File: config.mk
export PLATFORM = sky130hd
export DESIGN_NAME = playlist_ctrl
export DESIGN_NICKNAME = d
export VERILOG_FILES = /design/src/rtl/playlist_ctrl.sv
export SDC_FILE = /design/constraint.sdc
export NUM_CORES = 1
export LEC_CHECK = 0
export BUFFER_PORTS_ARGS = -buffer_cell sky130_fd_sc_hd__clkbuf_2
export CAP_MARGIN = 30
export CORE_MARGIN = 8
export CORE_UTILIZATION = 40
export DETAILED_ROUTE_END_ITERATION = 12
export HOLD_SLACK_MARGIN = 0.05
export PLACE_DENSITY = 0.66
export SLEW_MARGIN = 20
export SYNTH_ARGS = -nofsm -noshare
export SYNTH_HDL_FRONTEND = slang
export SYNTH_SLANG_ARGS = --single-unit
File: constraint.sdc
create_clock -name clk -period 4.8 [get_ports clk]
set_input_delay 0.24 -clock clk [delete_from_list [all_inputs] [get_ports clk]]
set_output_delay 0.24 -clock clk [all_outputs]
set_load 0.01 [all_outputs]
File: src/rtl/playlist_ctrl.sv
// N-song playlist sequencer: next/prev/finish handling, three play modes, volume fade around every song change.
// Requests take effect two clocks after the input rises; fades advance one step per RAMP_DIV clocks; restart is a one-cycle pulse.
module playlist_ctrl #(
  parameter int         SONG_NUM = 4,
  parameter int         SEL_W    = 2,
  parameter int         RAMP_DIV = 50000,
  parameter logic [7:0] MUTE     = 8'hFE
) (
  input  logic             clk,
  input  logic             rst_n,
  input  logic             i_next,
  input  logic             i_pre,
  input  logic             i_finish,
  input  logic             i_pause,
  input  logic [15:0]      i_vol,
  input  logic [1:0]       i_mode,
  output logic [SEL_W-1:0] o_song,
  output logic             o_restart,
  output logic [15:0]      o_vol,
  output logic             o_pause,
  output logic             o_stopped,
  output logic             o_busy
);

  typedef enum logic [2:0] {FADE_IN, PLAY, FADE_OUT, SWITCH, STOPPED} state_t;

  localparam int               CNT_W = (RAMP_DIV > 1) ? $clog2(RAMP_DIV) : 1;
  localparam logic [SEL_W-1:0] LAST  = SEL_W'(SONG_NUM - 1);

  state_t           state;
  logic [CNT_W-1:0] cnt;
  logic             tick;
  logic             next_d, pre_d, next_req, pre_req;
  logic [SEL_W-1:0] pending, song_inc, song_dec;
  logic [15:0]      target;
  logic             done;

  function automatic logic [7:0] step_toward(input logic [7:0] cur, input logic [7:0] tgt);
    if (cur < tgt)      return cur + 8'd1;
    else if (cur > tgt) return cur - 8'd1;
    else                return cur;
  endfunction

  assign tick     = (cnt == CNT_W'(RAMP_DIV - 1));
  assign target   = (state == FADE_OUT || state == STOPPED) ? {MUTE, MUTE} : i_vol;
  assign done     = (o_vol == target);
  assign song_inc = (o_song == LAST) ? '0 : o_song + 1'b1;
  assign song_dec = (o_song == '0) ? LAST : o_song - 1'b1;

  assign o_stopped = (state == STOPPED);
  assign o_busy    = (state == FADE_OUT) || (state == SWITCH);

  always_ff @(posedge clk or negedge rst_n) begin
    if (!rst_n) begin
      cnt      <= '0;
      next_d   <= 1'b0;
      pre_d    <= 1'b0;
      next_req <= 1'b0;
      pre_req  <= 1'b0;
      o_pause  <= 1'b0;
      o_vol    <= {MUTE, MUTE};
    end else begin
      cnt      <= tick ? '0 : cnt + 1'b1;
      next_d   <= i_next;
      pre_d    <= i_pre;
      next_req <= i_next & ~next_d;
      pre_req  <= i_pre & ~pre_d;
      o_pause  <= i_pause;
      if (tick)
        o_vol <= {step_toward(o_vol[15:8], target[15:8]), step_toward(o_vol[7:0], target[7:0])};
    end
  end

  always_ff @(posedge clk or negedge rst_n) begin
    if (!rst_n) begin
      state     <= FADE_IN;
      o_song    <= '0;
      pending   <= '0;
      o_restart <= 1'b0;
    end else begin
      o_restart <= 1'b0;
      case (state)
        PLAY, FADE_IN: begin
          if (next_req) begin
            pending <= song_inc;
            state   <= FADE_OUT;
          end else if (pre_req) begin
            pending <= song_dec;
            state   <= FADE_OUT;
          end else if (i_finish) begin
            // The song already ended, so skip the fade-out and switch at once.
            if (i_mode == 2'd2) begin
              pending <= o_song;
              state   <= SWITCH;
            end else if (i_mode == 2'd0 && o_song == LAST) begin
              state   <= STOPPED;
            end else begin
              pending <= song_inc;
              state   <= SWITCH;
            end
          end else if (state == FADE_IN && done) begin
            state <= PLAY;
          end
        end
        FADE_OUT: if (done) state <= SWITCH;
        SWITCH: begin
          o_song    <= pending;
          o_restart <= 1'b1;
          state     <= FADE_IN;
        end
        STOPPED: begin
          if (next_req) begin
            pending <= song_inc;
            state   <= SWITCH;
          end else if (pre_req) begin
            pending <= song_dec;
            state   <= SWITCH;
          end
        end
        default: state <= FADE_IN;
      endcase
    end
  end

endmodule

==> metrics.txt, run 1 <==
Worst R2R Path Depth 15; first-pass GRT wire length around 10 mm; crit path max fanout 16; via/cell ratio approximately 5; Final Instance Count excl. Fillers 458; final instance area 3415 um^2; hold path depth 1; post-synthesis register bit count 45; ys flop type dfrtp_1; ant diodes 0; Final Skew about 3.8 ps; DRC viols 0; DRT iter0 DRCs between 50 and 60; post-CTS setup buffers 0; data required time of the worst path approximately 5000 ps; slew of the pin with the lowest slew margin 786.1 ps; clock sinks between 40 and 50; Seq/Total Area, Yosys between 30% and 40%; GRT busiest layer met2; share of Yosys cell area claimed by the top area cell type roughly a quarter; Mapped Cells 308; dpl cells between 400 and 500; commonest non-fill, non-tap cell in the layout clkbuf_2; Synth cell types 47; largest net degree at the start of global routing between 40 and 50; Slew Viols, Final 0; Hold Crit Endpoint o_pause; # rows 31; register area between 1000 and 1500 um^2; core area ~7000 um^2; DIE AREA approximately 10,000 um^2; Final period util 79.88%; outcome complete, no violations; met1 Use GR roughly 15%; Placer Congestion around 0.78; GR Layer Usage met3 under 10%; main area contributors after synthesis dfrtp_1 26%, ha_1 13%, dfstp_2 12%; via count of the first global-routing pass approximately 2,300; RSZ-0062 raised after global routing false; Final ANT Viol Nets 0; IO Port Bufs between 40 and 50; crit path launch type flip-flop; final-stage net count about 420; clk_lat worst skew 290 ps; cell taking the most area after synthesis dfrtp_1; Hold Violations, Final 0; Mapped Area a little under 3000 um^2; gr usage total a little under an eighth; worst-case vdd ir drop between 0.1 and 0.15 mV; mean area per synthesized cell 9.607 um^2; EDFF count, synth 0; CTS tree done; multi-input logic area 1717 um^2; Reg clk slew, reported paths roughly 80 ps; PD cells approximately 290 nW/um^2; cts repair resizes 0; setup TNS 0 ps; ys async rst share between 90% and 100%; met2 usage 20.19%; MaxCap Viol Count 0; Die H ~100 um; Hold Startpoint i_pause; Total Power ~0.00098 W; Worst Hold Class in2reg; leak pwr around 1.7 nW; layout filler cell count a little over 700; post-layout minimum cycle time ~3800 ps; via count about 2,300; fraction of layout cells with a size suffix above 1 23.68%; First-pass DRT Iterations 4; FF-to-FF End o_vol[14]; Initial Util around two fifths; Syn Nets 365; Longest Clk Path Bufs 2; setup violators final 0; dpl cell area 3277 um^2; reg-to-reg slack, setup between 900 and 1000 ps; Die Width approximately 100 um; clock root buffer clkbuf_8; Yosys warnings 0; CP endpoint kind flip-flop; placed wire-length estimate roughly 4.6 mm; Slew headroom about 47%; critical path arrival roughly 4100 ps; synth-to-layout area growth 15.39%; htree depth 2; Highest Clock Rate around 260 MHz; R2R Path Start state[2]; cts bufs inserted 5; boundary pin count 46; initial antenna violation count 0; grt total ovfl 0; most frequent cells in the layout 45 x clkbuf_2, 35 x nor2_1, 31 x ha_1, 31 x dfrtp_1, 26 x nand2_1; Routed WL slightly below 6 mm; average wire per standard cell 12.77 um; critical setup path kind reg2reg
[per-stage QoR]
step	hold WS (ps)	setup slack [ps]	utilization, %
after floorplan	-55.59	970.8	-
after global placement	358.2	1163	45.42
after detailed placement	355.0	1038	45.42
after CTS	83.54	1006	47.33
after global routing	79.65	659.5	47.33
final	87.06	965.8	47.33
[kinds of logic after synthesis]
group	Yosys count	synth area share [%]
simple gates	112	18.73
compound gates	58	11.63
flops	45	38.65
fa+ha+maj	33	14.46
xor+xnor	26	7.696
buf+inv	21	3.340
mux	13	5.497
[worst max-delay path, stage by stage (launching register included)]
cell and delay [ps]:
dfrtp_1 470, nand2b_1 230, a21oi_1 150, buf_4 230, nor2_1 60, ha_1 310
and4_1 200, a21boi_0 340, nand2b_1 310, ha_1 330, nor2b_1 160, o21ai_1 160
a21boi_1 100, o21a_1 180, or3_1 300, a31o_2 240
[area by class of cell]
type	count	share of cell area, %
clock buffers	6	2.125
clock inverters	2	1.026
inverters	14	1.539
multi-input cells	242	50.28
flip-flops and latches	45	33.49
well taps	99	3.628
repair buffers	50	7.915
[timing repair]
item | 4_1_cts | 5_1_grt
hold buffers | 3 | 0
endpoints found under the hold margin | 33 | 0
setup endpoints to repair | 0 | 0
[flip-flops by register name (all words and copies together), names as in the netlist]
| register | cells |
|---|---|
| next_req | 1 |
| pending | 2 |
| state | 3 |
| pre_d | 1 |
| o_pause | 1 |
| cnt | 16 |
| o_song | 2 |
| next_d | 1 |
| o_restart | 1 |
| pre_req | 1 |
| o_vol | 16 |
[how the worst max path moves through the flow]
stage / start / to / slack, ps / cells after the start
after global placement: state[2] / o_vol[14] / 1160 / 16
after floorplan: state[2] / o_vol[14] / 970 / 17
after detailed placement: state[2] / o_vol[14] / 1040 / 16
after global routing: state[2] / o_vol[14] / 660 / 16
final: state[2] / o_vol[14] / 970 / 15
after CTS: state[2] / o_vol[14] / 1010 / 15
[metal layers]
layer  up-vias  wire [um]
li1       1174          -
met1      1076       2773
met5         -          0
met4         0        106
met2        41       2738
met3         7        232
[where the power goes]
part           internal, W  leakage, nW  switching, W
Clock             0.000154       0.0552      0.000124
Sequential        0.000410        0.531     0.0000331
Combinational     0.000112         1.10      0.000144
[cell usage after synthesis, drive strengths merged, types with 2 or more instances]
master  count
nor2       35
dfrtp      31
ha         31
nand2      26
a21oi      21
o21ai      15
dfstp      14
inv        14
xnor2      14
nor2b      12
xor2       12
mux2       11
nand3       9
nor3        8
a31oi       4
buf         4
nand2b      4
nand4       4
o21a        4
a21o        3
and3        3
and4        3
clkbuf      3
a21boi      2
fa          2
mux2i       2
nor3b       2
o211ai      2
o21bai      2
o22ai       2
(Power assumes the default switching activity.)
==> run 2, diff against run 1 <==
clock period = 4 ns   (was 4.8 ns; I/O delays follow)
==> metrics.txt, run 2 (synthesis results as in run 1) <==
core area about 7000 um^2; Highest Clock Rate 271.4 MHz; setup ws final 314.9 ps; grt total ovfl 0; Reg clk slew, reported paths approximately 80 ps; setup violators final 0; largest net degree at the start of global routing 46; Switching Share about 33%; gr usage total 12.36%; fraction of layout cells with a size suffix above 1 24.59%; Logic pwr share about 28%; Slew headroom a little under two thirds; IO Port Bufs 45; worst-case vdd ir drop ~0.13 mV; Final ANT Viol Nets 0; final-stage net count between 400 and 500; most frequent cells in the layout 45 x clkbuf_2, 35 x nor2_1, 31 x ha_1, 31 x dfrtp_1, 25 x nand2_1; average wire per standard cell between 10 and 15 um; CTS tree done; clock sinks 45; post-CTS setup buffers 0; Final Skew between 5 and 6 ps; slew of the pin with the lowest slew margin around 540 ps; clk_lat worst skew around 290 ps; first-pass GRT wire length roughly 10 mm; DRC viols 0; # rows 31; Longest Clk Path Bufs 2; top flop regs cnt: 16 flops, o_vol: 16 flops, state: 3 flops; critical path arrival roughly 3900 ps; placed wire-length estimate 4.789 mm; final instance area between 3000 and 4000 um^2; crit path max fanout 16; boundary pin count 46; P_int 0.0007489 W; critical setup path kind reg2reg; Die H a little over 100 um; initial antenna violation count 0; htree depth 2; via count around 2,300; Total Power roughly 0.0011 W; MaxCap Viol Count 0; Initial Util 41.02%; Worst Hold Class in2reg; clock group share of total power between 20% and 30%; setup TNS 0 ps; ant diodes 0; Slew Viols, Final 0; Setup WS pre-CTS ~220 ps; cts bufs inserted 5; via count of the first global-routing pass 2,348; synth-to-layout area growth 15.69%; Die Width a little over 100 um; Final period util between 90% and 100%; commonest non-fill, non-tap cell in the layout clkbuf_2; Placer Congestion around 0.81; sequential cell fraction of total power ~48%; RSZ-0062 raised after global routing false; critical path's largest stage delay 460 ps; post-layout minimum cycle time approximately 3700 ps; Worst path slowest cell dfrtp_1; DIE AREA between 10,000 and 15,000 um^2; outcome complete, no violations; CP endpoint kind flip-flop; DRT iter0 DRCs 37; sw power roughly 0.00037 W; leak pwr roughly 1.7 nW; PD cells 325.9 nW/um^2; CP Cell Sequence nand2b_1 > a21oi_1 > buf_4 > nor2_1 > ha_1 > nor2b_1 > o211ai_1 > a21boi_1 > nand2b_2 > ha_1 > nor2b_1 > o21ai_1 > a21boi_1 > o21a_1 > or3_1 > a31o_2; data required time of the worst path roughly 4200 ps; via/cell ratio 4.974; crit path launch type flip-flop; Hold Violations, Final 0; Routed WL 6.017 mm; dpl cell area 3292 um^2; First-pass DRT Iterations 4; clock root buffer clkbuf_8; Hold Slack around 350 ps
[run 2: changes by cell type in the layout (fill, tap and decap cells not counted), sizes merged]
cell | previous run | this run
clkbuf | 51 | 50
buf | 2 | 4
bufinv | 1 | 0
dlygate4sd3 | 3 | 4
clkinv | 1 | 3
[run 2: worst paths after layout]
check	slack [ps]	startpoint	to	cells after the start
worst max-delay path	310	state[2]	o_vol[14]	16
worst min-delay path	350	i_finish	state[0]	4
worst max register to register	310	state[2]	o_vol[14]	16
worst min register to register	390	next_d	next_req	1
max in group asynchronous	3110	rst_n	o_vol[1]	3
min in group asynchronous	510	rst_n	o_restart	3
[run 2: per-layer routing]
layer  part of all wire, %  vias to the layer above  routed length [um]  track usage (%)
met2                    50                       30                2983            22.04
met3                   3.8                        6                 229            2.589
met5                     0                        -                   0                0
li1                      -                     1168                   -                -
met4                   1.4                        0                  85            4.063
met1                    45                     1089                2719            14.32
[run 2: layout make-up]
cell class / instances / area [um^2]
Tap cell: 99 / 123.9
Clock buffer: 5 / 68.82
Multi-Input combinational cell: 242 / 1722
Timing Repair Buffer: 53 / 295.3
Inverter: 14 / 52.55
Sequential cell: 45 / 1144
Fill cell: 733 / 3791
Clock inverter: 3 / 17.52
[run 2: power groups by stage]
stage / logic (W) / clock network [W] / registers [W]
after global placement: 0.000294 / 0 / 0.000538
after CTS: 0.000318 / 0.000285 / 0.000533
after detailed placement: 0.000313 / 0 / 0.000541
final: 0.000312 / 0.000271 / 0.000533
after floorplan: 0.000215 / 0 / 0.000531
after global routing: 0.000358 / 0.000306 / 0.000541
[run 2: critical path, delay by kind of cell (launching register included)]
family	cells	cell delay, ps
AOI/OAI and AO/OA	7	1160
adders and majority gates	2	640
buffers and inverters	1	230
DFF	1	460
and+or+nand+nor	6	1130
[run 2: timing repair]
item                       in CTS  in global routing
hold endpoints to repair       34                  0
setup endpoints to repair       0                  3
resized for setup               0                  3
hold buffers                    4                  0
[run 2: through the flow]
step | cells | util (%)
4_1_cts | 461 | 47.38
5_1_grt | 461 | 47.45
6_report | 461 | 47.45
3_5_place_dp | 449 | 45.63
3_3_place_gp | 449 | 45.63
2_1_floorplan | 308 | -
==> run 3, diff against run 2 <==
ABC_AREA = 1   (was unset)
PLACE_DENSITY = 0.65   (was 0.66)
clock period = 3.5 ns   (was 4 ns; I/O delays follow)
==> metrics.txt, run 3 <==
# rows 32; CTS tree done; Routed WL 6.809 mm; ant diodes 0; Synth cell types 31; Yosys warnings 0; Highest Clock Rate between 300 and 400 MHz; Longest Clk Path Bufs 2; First-pass DRT Iterations 4; most common cell in the netlist nand2_1; setup TNS 0 ps; reg-to-reg slack, setup ~400 ps; initial antenna violation count 0; boundary pin count 46; commonest non-fill, non-tap cell in the layout nand2_1; worst-case vdd ir drop around 0.18 mV; DIE AREA between 10,000 and 15,000 um^2; largest net degree at the start of global routing 31; critical setup path kind reg2reg; crit path max fanout 15; clock sinks 45; post-CTS setup buffers 0; fraction of layout cells with a size suffix above 1 20.00%; clk_lat worst skew a little over 300 ps; Final Skew between 6 and 7 ps; Die Width between 100 and 150 um; core area between 7000 and 8000 um^2; Worst R2R Path Depth 16; post-synthesis register bit count 45; share of Yosys cell area claimed by the top area cell type approximately a quarter; Hold Startpoint i_finish; htree depth 2; most frequent cells in the layout 88 x nand2_1, 59 x inv_1, 51 x nor2_1; clock root buffer clkbuf_8; setup violators final 0; IO Port Bufs between 40 and 50; critical path arrival 3340 ps; mean area per synthesized cell approximately 7.7 um^2; layout filler cell count 795; Mapped Cells 407; cts bufs inserted 5; gr usage total about an eighth; slew of the pin with the lowest slew margin roughly 400 ps; cell taking the most area after synthesis dfrtp_1; Mapped Area about 3100 um^2; Switching Share 32.54%; Placer Congestion 0.8836; data required time of the worst path around 3700 ps; Slew headroom 73.40%; P_int roughly 0.00095 W; Initial Util approximately two fifths; sw power 0.0004584 W; post-layout minimum cycle time approximately 3100 ps; first-pass GRT wire length 12.02 mm; synth-to-layout area growth 16.69%; Worst Hold Class in2reg; Logic pwr share 28.4%; EDFF count, synth 0; MaxCap Viol Count 0; Slew Viols, Final 0; hold path depth 3; ys flop type dfrtp_1; Syn Nets about 460; CP endpoint kind flip-flop; Hold Crit Endpoint state[2]; average wire per standard cell 12.01 um; via count of the first global-routing pass 2,694; leak pwr about 2.0 nW; via count approximately 2,700; R2R Path Start state[2]; placed wire-length estimate 5.350 mm; main area contributors after synthesis dfrtp_1 25%, ha_1 12%, dfstp_2 12%; DRT iter0 DRCs 76; FF-to-FF End o_vol[13]; outcome complete, no violations; via/cell ratio roughly 4.8; PD cells between 300 and 400 nW/um^2; Hold Violations, Final 0; Die H 104.6 um; Final Util 47.69%; sequential cell fraction of total power around two fifths; grt total ovfl 0; Final period util about nine tenths; RSZ-0062 raised after global routing false; Final ANT Viol Nets 0; top flop regs cnt: 16 flops, o_vol: 16 flops, state: 3 flops; clock group share of total power between 20% and 30%; Reg clk slew, reported paths approximately 80 ps; ys async rst share 100.0%; Seq/Total Area, Yosys between 30 and 40%; crit path launch type flip-flop; synth cell count leaders 90 x nand2_1, 59 x inv_1, 51 x nor2_1; final-stage net count roughly 520; DRC viols 0
[run 3: cell types whose count changed in the layout (fill, tap and decap cells not counted), sizes merged, moves of 11 or more]
cell	delta
nor2	+19
inv	+46
o21ai	+16
mux2	-11
nor2b	-11
nand3	+14
nand2	+70
[run 3: worst max path at each step]
| stage | endpoint | depth (start not counted) | startpoint | slack, ps |
|---|---|---|---|---|
| 6_report | o_vol[13] | 16 | state[2] | 400 |
| 5_1_grt | o_vol[15] | 19 | state[2] | 40 |
| 4_1_cts | o_vol[7] | 21 | state[2] | 20 |
| 3_5_place_dp | o_vol[7] | 21 | state[2] | 40 |
| 3_3_place_gp | o_vol[7] | 21 | state[2] | 220 |
| 2_1_floorplan | o_vol[15] | 18 | state[2] | 510 |
[run 3: final cells by class]
type                            instances  area [um^2]  area share [%]
Multi-Input combinational cell        298         1749           47.71
Sequential cell                        45         1144           31.19
Timing Repair Buffer                   53        295.3           8.055
Inverter                               61        234.0           6.382
Tap cell                              102        127.6           3.481
Clock buffer                            7        86.33           2.355
Clock inverter                          1        30.03          0.8191
[run 3: power by group through the flow]
stage | sequential (W) | clock, W | combinational [W]
global placement | 0.000601 | 0 | 0.000378
finish | 0.000591 | 0.000417 | 0.000401
floorplan | 0.000604 | 0 | 0.000260
CTS | 0.000591 | 0.000436 | 0.000403
detailed placement | 0.000601 | 0 | 0.000399
global route | 0.000599 | 0.000454 | 0.000475
[run 3: what timing repair did]
item / CTS / global route
endpoints found under the hold margin: 13 / 0
endpoints found under the setup margin: 0 / 10
hold buffers: 4 / 0
gates resized for setup: 0 / 4
[run 3: logic make-up (layout without fill, tap and decap cells)]
logic type	count (synthesis)	count (layout)	share of synthesized area (%)
xor+xnor	19	19	5.297
simple gates	192	192	26.56
buf+inv	64	122	8.323
fa+ha+maj	33	33	13.62
flops	45	45	36.40
compound gates	54	54	9.797
[run 3: routing by layer]
| layer | share of wire [%] | vias up | GRT usage [%] |
|---|---|---|---|
| met5 | 0 | - | 0 |
| met4 | 0.84 | 0 | 3.058 |
| met3 | 6.1 | 5 | 4.300 |
| met2 | 47 | 57 | 21.63 |
| met1 | 46 | 1229 | 15.58 |
| li1 | - | 1422 | - |
[run 3: metrics by stage]
stage / instance area [um^2] / worst slack (ps) / power [W] / hold slack (ps) / std cells
after floorplan: 3142 / 506.1 / 0.0008642 / -120.6 / 407
after global placement: 3497 / 216.9 / 0.0009792 / 123.6 / 555
after detailed placement: 3497 / 35.48 / 0.0009996 / 120.9 / 555
after CTS: 3654 / 21.79 / 0.001430 / 193.0 / 567
after global routing: 3666 / 39.46 / 0.001529 / 216.4 / 567
final: 3666 / 395.7 / 0.001409 / 217.6 / 567
[run 3: worst max-delay path: stages, from the launching register on]
cell,delay (ps)
dfrtp_1,410
nor3_1,320
inv_1,140
nand2_4,180
nor2_1,90
ha_1,290
nand2_1,70
nand2_1,50
nand2_1,50
nand2_1,50
nand2_1,70
nand2_1,170
ha_1,380
o21ai_0,320
o21ai_0,180
xnor2_1,150
o21ai_1,120
